**src/rtl/instr_encoder_if.sv**
```systemverilog
// Request/handshake and instruction-memory write bundle for instr_encoder.
// The master side issues symbolic requests; the slave side assembles and writes words.
interface instr_encoder_if #(
  parameter int ADDR_WIDTH = 6
);
  logic                  in_valid;
  logic                  in_ready;
  logic [2:0]            op_sel;
  logic [4:0]            rs;
  logic [4:0]            rt;
  logic [4:0]            rd;
  logic [5:0]            funct;
  logic [15:0]           imm;
  logic [25:0]           target;
  logic                  rewind;
  logic                  imem_we;
  logic [ADDR_WIDTH-1:0] imem_addr;
  logic [31:0]           imem_wd;
  logic                  full;
  logic [ADDR_WIDTH:0]   count;

  modport master (
    output in_valid, op_sel, rs, rt, rd, funct, imm, target, rewind,
    input  in_ready, imem_we, imem_addr, imem_wd, full, count
  );

  modport slave (
    input  in_valid, op_sel, rs, rt, rd, funct, imm, target, rewind,
    output in_ready, imem_we, imem_addr, imem_wd, full, count
  );
endinterface

```
**src/rtl/instr_encoder.sv**
```systemverilog
// Assembles MIPS instruction words from symbolic requests and writes them
// sequentially into instruction memory, one word per two cycles.
module instr_encoder #(
  parameter int ADDR_WIDTH = 6
) (
  input logic            clk,
  input logic            reset,
  instr_encoder_if.slave bus
);

  typedef enum logic [1:0] {IDLE, WRITE, FULL} stateT;

  localparam logic [5:0] OP_RTYPE = 6'b000000;
  localparam logic [5:0] OP_LW    = 6'b100011;
  localparam logic [5:0] OP_SW    = 6'b101011;
  localparam logic [5:0] OP_BEQ   = 6'b000100;
  localparam logic [5:0] OP_BBT   = 6'b111111;
  localparam logic [5:0] OP_ADDI  = 6'b001000;
  localparam logic [5:0] OP_J     = 6'b000010;
  localparam logic [5:0] OP_CMP   = 6'b111110;

  localparam logic [ADDR_WIDTH-1:0] PTR_ONE  = 1;
  localparam logic [ADDR_WIDTH-1:0] PTR_LAST = '1;
  localparam logic [ADDR_WIDTH:0]   CNT_ONE  = 1;

  stateT                 state, stateNext;
  logic [ADDR_WIDTH-1:0] ptr, ptrNext, addrReg;
  logic [ADDR_WIDTH:0]   cnt, cntNext;
  logic [31:0]           wordReg, encWord;
  logic                  capture;

  always_comb begin
    encWord = '0;
    case (bus.op_sel)
      3'd0: encWord = {OP_RTYPE, bus.rs, bus.rt, bus.rd, 5'b0, bus.funct};
      3'd1: encWord = {OP_LW,    bus.rs, bus.rt, bus.imm};
      3'd2: encWord = {OP_SW,    bus.rs, bus.rt, bus.imm};
      3'd3: encWord = {OP_BEQ,   bus.rs, bus.rt, bus.imm};
      3'd4: encWord = {OP_BBT,   bus.rs, bus.rt, bus.imm};
      3'd5: encWord = {OP_ADDI,  bus.rs, bus.rt, bus.imm};
      3'd6: encWord = {OP_J,     bus.target};
      3'd7: encWord = {OP_CMP,   bus.rs, bus.rt, bus.rd, 5'b0, bus.funct};
    endcase
  end

  // Rewind beats a new request in IDLE/FULL, but never cancels a write already in flight.
  always_comb begin
    stateNext = state;
    ptrNext   = ptr;
    cntNext   = cnt;
    capture   = 1'b0;
    case (state)
      IDLE: begin
        if (bus.rewind) begin
          ptrNext = '0;
          cntNext = '0;
        end else if (bus.in_valid) begin
          capture   = 1'b1;
          stateNext = WRITE;
        end
      end
      WRITE: begin
        ptrNext = ptr + PTR_ONE;
        cntNext = cnt + CNT_ONE;
        if (bus.rewind) begin
          ptrNext   = '0;
          cntNext   = '0;
          stateNext = IDLE;
        end else if (ptr == PTR_LAST) begin
          stateNext = FULL;
        end else begin
          stateNext = IDLE;
        end
      end
      FULL: begin
        if (bus.rewind) begin
          ptrNext   = '0;
          cntNext   = '0;
          stateNext = IDLE;
        end
      end
      default: stateNext = IDLE;
    endcase
  end

  // The address register latches at accept so the write port holds its value between writes.
  always_ff @(posedge clk) begin
    if (reset) begin
      state   <= IDLE;
      ptr     <= '0;
      cnt     <= '0;
      wordReg <= '0;
      addrReg <= '0;
    end else begin
      state <= stateNext;
      ptr   <= ptrNext;
      cnt   <= cntNext;
      if (capture) begin
        wordReg <= encWord;
        addrReg <= ptr;
      end
    end
  end

  assign bus.in_ready  = (state == IDLE) && !reset;
  assign bus.imem_we   = (state == WRITE) && !reset;
  assign bus.imem_addr = addrReg;
  assign bus.imem_wd   = wordReg;
  assign bus.full      = (state == FULL);
  assign bus.count     = cnt;

endmodule

```
**src/flat_wrapper.sv**
```systemverilog
// flat-port wrapper written by rule: the top's interface ports become plain ports
module instr_encoder_flat 
#(
  parameter int ADDR_WIDTH = 6
)
  (clk, reset, bus_in_valid, bus_op_sel, bus_rs, bus_rt, bus_rd, bus_funct, bus_imm, bus_target, bus_rewind, bus_in_ready, bus_imem_we, bus_imem_addr, bus_imem_wd, bus_full, bus_count);
  instr_encoder_if #(.ADDR_WIDTH(ADDR_WIDTH)) bus_i ();
  input logic clk;
  input logic reset;
  input wire logic [$bits(bus_i.in_valid)-1:0] bus_in_valid;
  input wire logic [$bits(bus_i.op_sel)-1:0] bus_op_sel;
  input wire logic [$bits(bus_i.rs)-1:0] bus_rs;
  input wire logic [$bits(bus_i.rt)-1:0] bus_rt;
  input wire logic [$bits(bus_i.rd)-1:0] bus_rd;
  input wire logic [$bits(bus_i.funct)-1:0] bus_funct;
  input wire logic [$bits(bus_i.imm)-1:0] bus_imm;
  input wire logic [$bits(bus_i.target)-1:0] bus_target;
  input wire logic [$bits(bus_i.rewind)-1:0] bus_rewind;
  output wire logic [$bits(bus_i.in_ready)-1:0] bus_in_ready;
  output wire logic [$bits(bus_i.imem_we)-1:0] bus_imem_we;
  output wire logic [$bits(bus_i.imem_addr)-1:0] bus_imem_addr;
  output wire logic [$bits(bus_i.imem_wd)-1:0] bus_imem_wd;
  output wire logic [$bits(bus_i.full)-1:0] bus_full;
  output wire logic [$bits(bus_i.count)-1:0] bus_count;
  assign bus_i.in_valid = bus_in_valid;
  assign bus_i.op_sel = bus_op_sel;
  assign bus_i.rs = bus_rs;
  assign bus_i.rt = bus_rt;
  assign bus_i.rd = bus_rd;
  assign bus_i.funct = bus_funct;
  assign bus_i.imm = bus_imm;
  assign bus_i.target = bus_target;
  assign bus_i.rewind = bus_rewind;
  assign bus_in_ready = bus_i.in_ready;
  assign bus_imem_we = bus_i.imem_we;
  assign bus_imem_addr = bus_i.imem_addr;
  assign bus_imem_wd = bus_i.imem_wd;
  assign bus_full = bus_i.full;
  assign bus_count = bus_i.count;
  instr_encoder #(.ADDR_WIDTH(ADDR_WIDTH)) u_core (.clk(clk), .reset(reset), .bus(bus_i));
endmodule
```
**config.mk**
```make
export PLATFORM = sky130hd
export DESIGN_NAME = instr_encoder_flat
export DESIGN_NICKNAME = d
export VERILOG_FILES = /design/src/rtl/instr_encoder_if.sv /design/src/rtl/instr_encoder.sv /design/src/flat_wrapper.sv
export SDC_FILE = /design/constraint.sdc
export NUM_CORES = 1
export LEC_CHECK = 0
export ABC_AREA = 1
export BUFFER_PORTS_ARGS = -buffer_cell sky130_fd_sc_hd__buf_2
export CAP_MARGIN = 20
export CORE_MARGIN = 1.5
export CORE_UTILIZATION = 47
export CTS_CLUSTER_SIZE = 25
export DETAILED_ROUTE_END_ITERATION = 8
export HOLD_SLACK_MARGIN = 0.03
export PLACE_DENSITY = 0.79
export SLEW_MARGIN = 5
export SYNTH_ARGS = -nofsm -noshare
export SYNTH_HDL_FRONTEND = slang
export SYNTH_SLANG_ARGS = --single-unit
```
**constraint.sdc**
```tcl
create_clock -name clk -period 1.26 [get_ports clk]
set_input_delay 0.252 -clock clk [delete_from_list [all_inputs] [get_ports clk]]
set_output_delay 0.252 -clock clk [all_outputs]
set_load 0.02 [all_outputs]
```
Yosys cells after proc, flatten, opt, wreduce, memory -nomap -nowiden --
Index checks and enable logic that the tools add are counted.
Word-level totals: register bits after elaboration 53, input port bits 70, output and inout port bits 48
Cells by class: add/sub/neg operators 2, equality and inequality tests 14, mux-type cells 16, reductions and logical operators 9
Operators with widths (number):
- 32-bit one-hot mux with 8 select lines | 1
- 7-bit two-way mux | 2
- 7-bit one-hot mux with 2 select lines | 1
- 3-bit == test (second input constant) | 4
- 6-bit two-way mux | 2
- 6-bit one-hot mux with 2 select lines | 1
- 2-bit two-way mux | 5
- 7-bit by 1-bit adder with 7-bit output (second input constant) | 1
- 6-bit by 1-bit adder with 6-bit output (second input constant) | 1
- 3-bit by 2-bit == test with 1-bit output (second input constant) | 2
- 6-bit == test (second input constant) | 1
- 2-bit != test (second input constant) | 3
- 2-bit one-hot mux with 3 select lines | 1
- 3-bit by 1-bit == test with 1-bit output (second input constant) | 1
- 3-bit zero test | 1
- 1-bit two-way mux | 3
- 3-bit AND reduction | 1
- 2-bit by 1-bit == test with 1-bit output (second input constant) | 1
- 2-bit == test (second input constant) | 1
- 1-bit logical AND | 2
- 2-bit zero test | 1
- 2-bit by 1-bit != test with 1-bit output (second input constant) | 1
- 2-bit AND reduction | 1
- 2-bit nonzero test | 1
- 2 further kinds | 2

Longest topological paths before layout --
depth in word-level cells 4, mapped depth 8, mapped depth without buffers 7

Worst setup path before layout --
OpenSTA, ideal clock, no wires.
kind reg-to-reg, start register u_core.cnt[0], in the netlist u_core.bus.count[0], end register u_core.cnt[4], in the netlist u_core.bus.count[4], arrival time 1.055 ns, setup slack 0.086 ns, stages on the path, launching flop included 5, period minus slack after synthesis 1.174 ns, cells stage by stage dfxtp_1 ha_1 nand3_1 o21ai_1 a21oi_1
On the way: longest elaborated chain between the ends 3
Ends and longest elaborated chain:
- start: declaration | RTL line instr_encoder.sv:28 | logic [ADDR_WIDTH:0] cnt, cntNext;
- start signal: assignment | RTL line instr_encoder.sv:97 | cnt <= cntNext;
- 7-bit by 1-bit adder with 7-bit output | RTL line instr_encoder.sv:64 | cntNext = cnt + CNT_ONE;
- 7-bit two-way mux | RTL line instr_encoder.sv:65 | if (bus.rewind) begin
- 7-bit one-hot mux with 2 select lines | RTL line instr_encoder.sv:52 | case (state)
Every way passes these cells. A chain may end at the register's enable or synchronous reset.

Final worst setup path --
start register u_core.state[0], end output port bus_in_ready
On the way: longest elaborated chain between the ends 2
Ends and longest elaborated chain:
- start: declaration | RTL line instr_encoder.sv:26 | stateT state, stateNext;
- start signal: assignment | RTL line instr_encoder.sv:95 | state <= stateNext;
- 2-bit zero test | RTL line instr_encoder.sv:105 | assign bus.in_ready = (state == IDLE) && !reset;
- 1-bit logical AND | RTL line instr_encoder.sv:105
- end: declaration | RTL line flat_wrapper.sv:19 | output wire logic [$bits(bus_i.in_ready)-1:0] bus_in_ready;
Every way passes these cells.

==> summary.md <==
| Metric | Value |
|---|---|
| Maximum number of pins on one net before global-route repair | 25 |
| Seq/Total Area, Yosys | 39.28% |
| Gate count after technology mapping | around 430 |
| Kind of capture point of the worst setup path | output pin |
| RSZ-0062 raised after global routing | yes |
| P_leak | 0.001876 µW |
| CTS H-tree depth | 2 |
| IO Pins | about 120 |
| Max layer used | met4 |
| Period utilisation layout | 103.8% |
| Critical path's largest stage delay | 380 ps |
| ANT cells | 0 |
| Average routed wire per standard cell | 12.47 µm |
| Skew-Pair Late Insertion Delay | 300 ps |
| Critical Setup Path Class | flip-flop to output pin |
| Depth of the worst register-to-register path | 8 |
| Number of global-route vias before repair | approximately 3100 |
| Max Transition Viols Final | 0 |
| Detailed-route wire length on metal 1 | roughly 3500 µm |
| Setup slack of the worst register-to-register path | roughly 70 ps |
| Leading cell type in the layout, fill and taps excluded | nand2_1 |
| Worst hold path stage count | 3 |
| Total GRT Usage | approximately a quarter |
| Drt drc | 0 |
| Power Dens Cells | between 900 and 1000 nW/µm² |
| Global-route wire length before repair | 13230 µm |
| Cts bufs inserted | 5 |
| Share of post-route cells with drive strength above 1 | 32.63% |
| Iter 0 DRT Violations | around 200 |
| Worst setup slack after placement | -229.6 ps |
| Core Footprint | 5540 µm² |
| WL final | 7970 µm |
| Final HPWL from detailed placement | between 5000 and 6000 µm |
| Avg Cell Area, Syn | about 6.3 µm² |
| Transition at the pin with the smallest max-transition slack | 499.0 ps |
| Final count of negative-setup-slack endpoints | 3 |
| Total Neg Setup Slack | -65.92 ps |
| Result of the run | finished with violations |
| Effective utilization at floorplan | between 40% and 50% |
| Class of the tightest hold or removal check | primary input to flip-flop |
| Avg Vias per Cell | 5.003 |
| Required time reported for the critical path endpoint | about 1000 ps |
| CTS root buffer | clkbuf_8 |
| Synth cell types | 22 |
| TritonCTS clock tree | done |
| First-pass iteration count of the detailed router | 4 |
| Top delay family on crit path | flip-flops |
| Die extent in x | approximately 79 µm |
| Buffer levels on the longest clock path | 2 |
| Setup skew after layout | about 5.5 ps |
| DR vias | about 3200 |
| Peak supply drop | 0.0007766 V |
| Met3 wire len | a little over 400 µm |
| Ordered cell list for the critical path | inv_4, nand2_4, nor2_4, buf_6 |
| Flip-flop and latch count after synthesis | 53 |
| Cell at the slowest stage of the critical path | dfxtp_4 |
| Setup slack of the critical path after layout | -47.38 ps |
| Total standard cell area after synthesis | roughly 2700 µm² |
| Overflow left after global routing | 0 |
| Hold buffers post-CTS | 0 |
| Remaining antenna violation count after routing | 0 |
| Clk sink count | 53 |
| Antenna violations before repair | 0 |
| Max transition margin | between 60% and 70% |
| Type of element launching the critical path | flip-flop |
| Data arrival time of the critical path | approximately 1100 ps |
| Total number of placement rows | 27 |
| Cell depth of the worst setup path | 4 |
| Yosys synthesis warning count | 0 |
| Violations in the final reports | setup timing |
| Net count of the mapped netlist | between 400 and 500 |
| Reg clk slew, reported paths | approximately 90 ps |
| Maximum fanout encountered on the critical timing path | 4 |
| Achievable clock frequency | around 760 MHz |
| Highest-count cells in the layout ignoring fill and taps | 136 x nand2_1, 114 x buf_2, 58 x a21oi_1, 50 x dfxtp_1, 34 x inv_1 |
| CP Buf/Inv Count | 2 |
| Count of buffers inserted at the top-level ports | around 120 |
| Number of endpoints with negative hold slack in the final report | 0 |
| Y dimension of the die | 78.81 µm |
| Max-capacitance violation count | 0 |
| Final Net Count | 638 |
| Final worst path period need | 1307 ps |
| Amount of wire on met2 after detailed routing | between 3000 and 4000 µm |
| RD Place Congestion | 0.8673 |
| Synth-to-Final Area Change | 40.67% |
| Overall die area | approximately 6200 µm² |
report_power, final:
group / leakage [µW] / internal (µW) / total, µW / switching (µW)
clock network: 0.0000585 / 648 / 1200 / 551
logic: 0.00138 / 331 / 790 / 458
registers: 0.000434 / 1740 / 1780 / 38.0
Yosys cell counts:
cell        n  share of area (%)
o21ai_1     3               0.56
clkbuf_1    8                1.1
nand2_1   139                 19
nand3_1    31                5.7
nor2_1     40                5.6
inv_1      35                4.9
a21oi_1    60                 11
ha_1        2               0.93
dfxtp_1    53                 39
buf_4       2               0.56
clkinv_1    1               0.14
buf_2      11                2.0
o21ai_0    26                4.8
buf_6       1               0.42
o22ai_1     1               0.23
nand2_2     2               0.46
nor2_4      1               0.42
a31oi_1     6                1.4
a21oi_2     1               0.32
nor2_2      1               0.23
inv_2       2               0.28
and2_1      1               0.23
path summary, 6_finish.rpt:
kind | from | end
max | u_core.state[0] | bus_in_ready
min reg2reg | u_core.bus.imem_wd[9] | u_core.bus.imem_wd[9]
max reg2reg | u_core.state[1] | u_core.bus.count[6]
min | bus_target[24] | u_core.bus.imem_wd[24]
timing repair:
action / CTS / global route
setup endpoints to repair: 5 / 38
gates cloned: 0 / 1
setup buffers: 1 / 0
pin swaps: 1 / 3
gates resized for setup: 8 / 28
kinds of logic (layout without fill, tap and decap cells):
kind of cell,after synthesis,after routing,share of synthesized area (%)
adders and majority gates,2,2,0.9262
AOI/OAI and AO/OA,97,97,18.43
and+or+nand+nor,215,215,31.96
DFF,53,53,39.28
buffers and inverters,60,200,9.402
area by class of cell:
cell class	count	area [µm²]
Multi-Input combinational cell	314	1441
Tap cell	72	90.09
Timing Repair Buffer	154	934.6
Clock inverter	1	30.03
Clock buffer	7	86.33
Inverter	38	147.6
Sequential cell	53	1070
Fill cell	505	1740
registers in the layout, summed over array words and instances (netlist names):
| signal | flops |
|---|---|
| u_core.bus.imem_addr | 6 |
| u_core.bus.count | 7 |
| u_core.ptr | 6 |
| u_core.bus.imem_wd | 32 |
| u_core.state | 2 |
worst register-to-register path, cell delays in order (launching register included):
cell      delay [ps]
dfxtp_4          360
inv_4             70
nand2_2           60
buf_4            140
nand2_1           70
clkinv_1          90
buf_4            170
nand2_1           60
a21oi_1           60
through the flow:
step                      cells  util, %  cell area [µm²]  hold WS, ps  power, µW
after CTS                   638    66.92             3707        204.5       3774
after global routing        639    68.59             3800        203.4       3946
after detailed placement    629    64.41             3568        455.7       2578
after global placement      629    64.41             3568        450.9       2563
final                       639    68.59             3800        207.0       3772
after floorplan             427        -             2701        410.7       2225
layer usage:
metal  up-vias  global-route usage, %
li1       1645                      -
met1      1440                  31.81
met2        98                  46.55
met3        14                  4.598
met4         0                  7.368
met5         -                      0
Power figures use the tool's default switching activity.
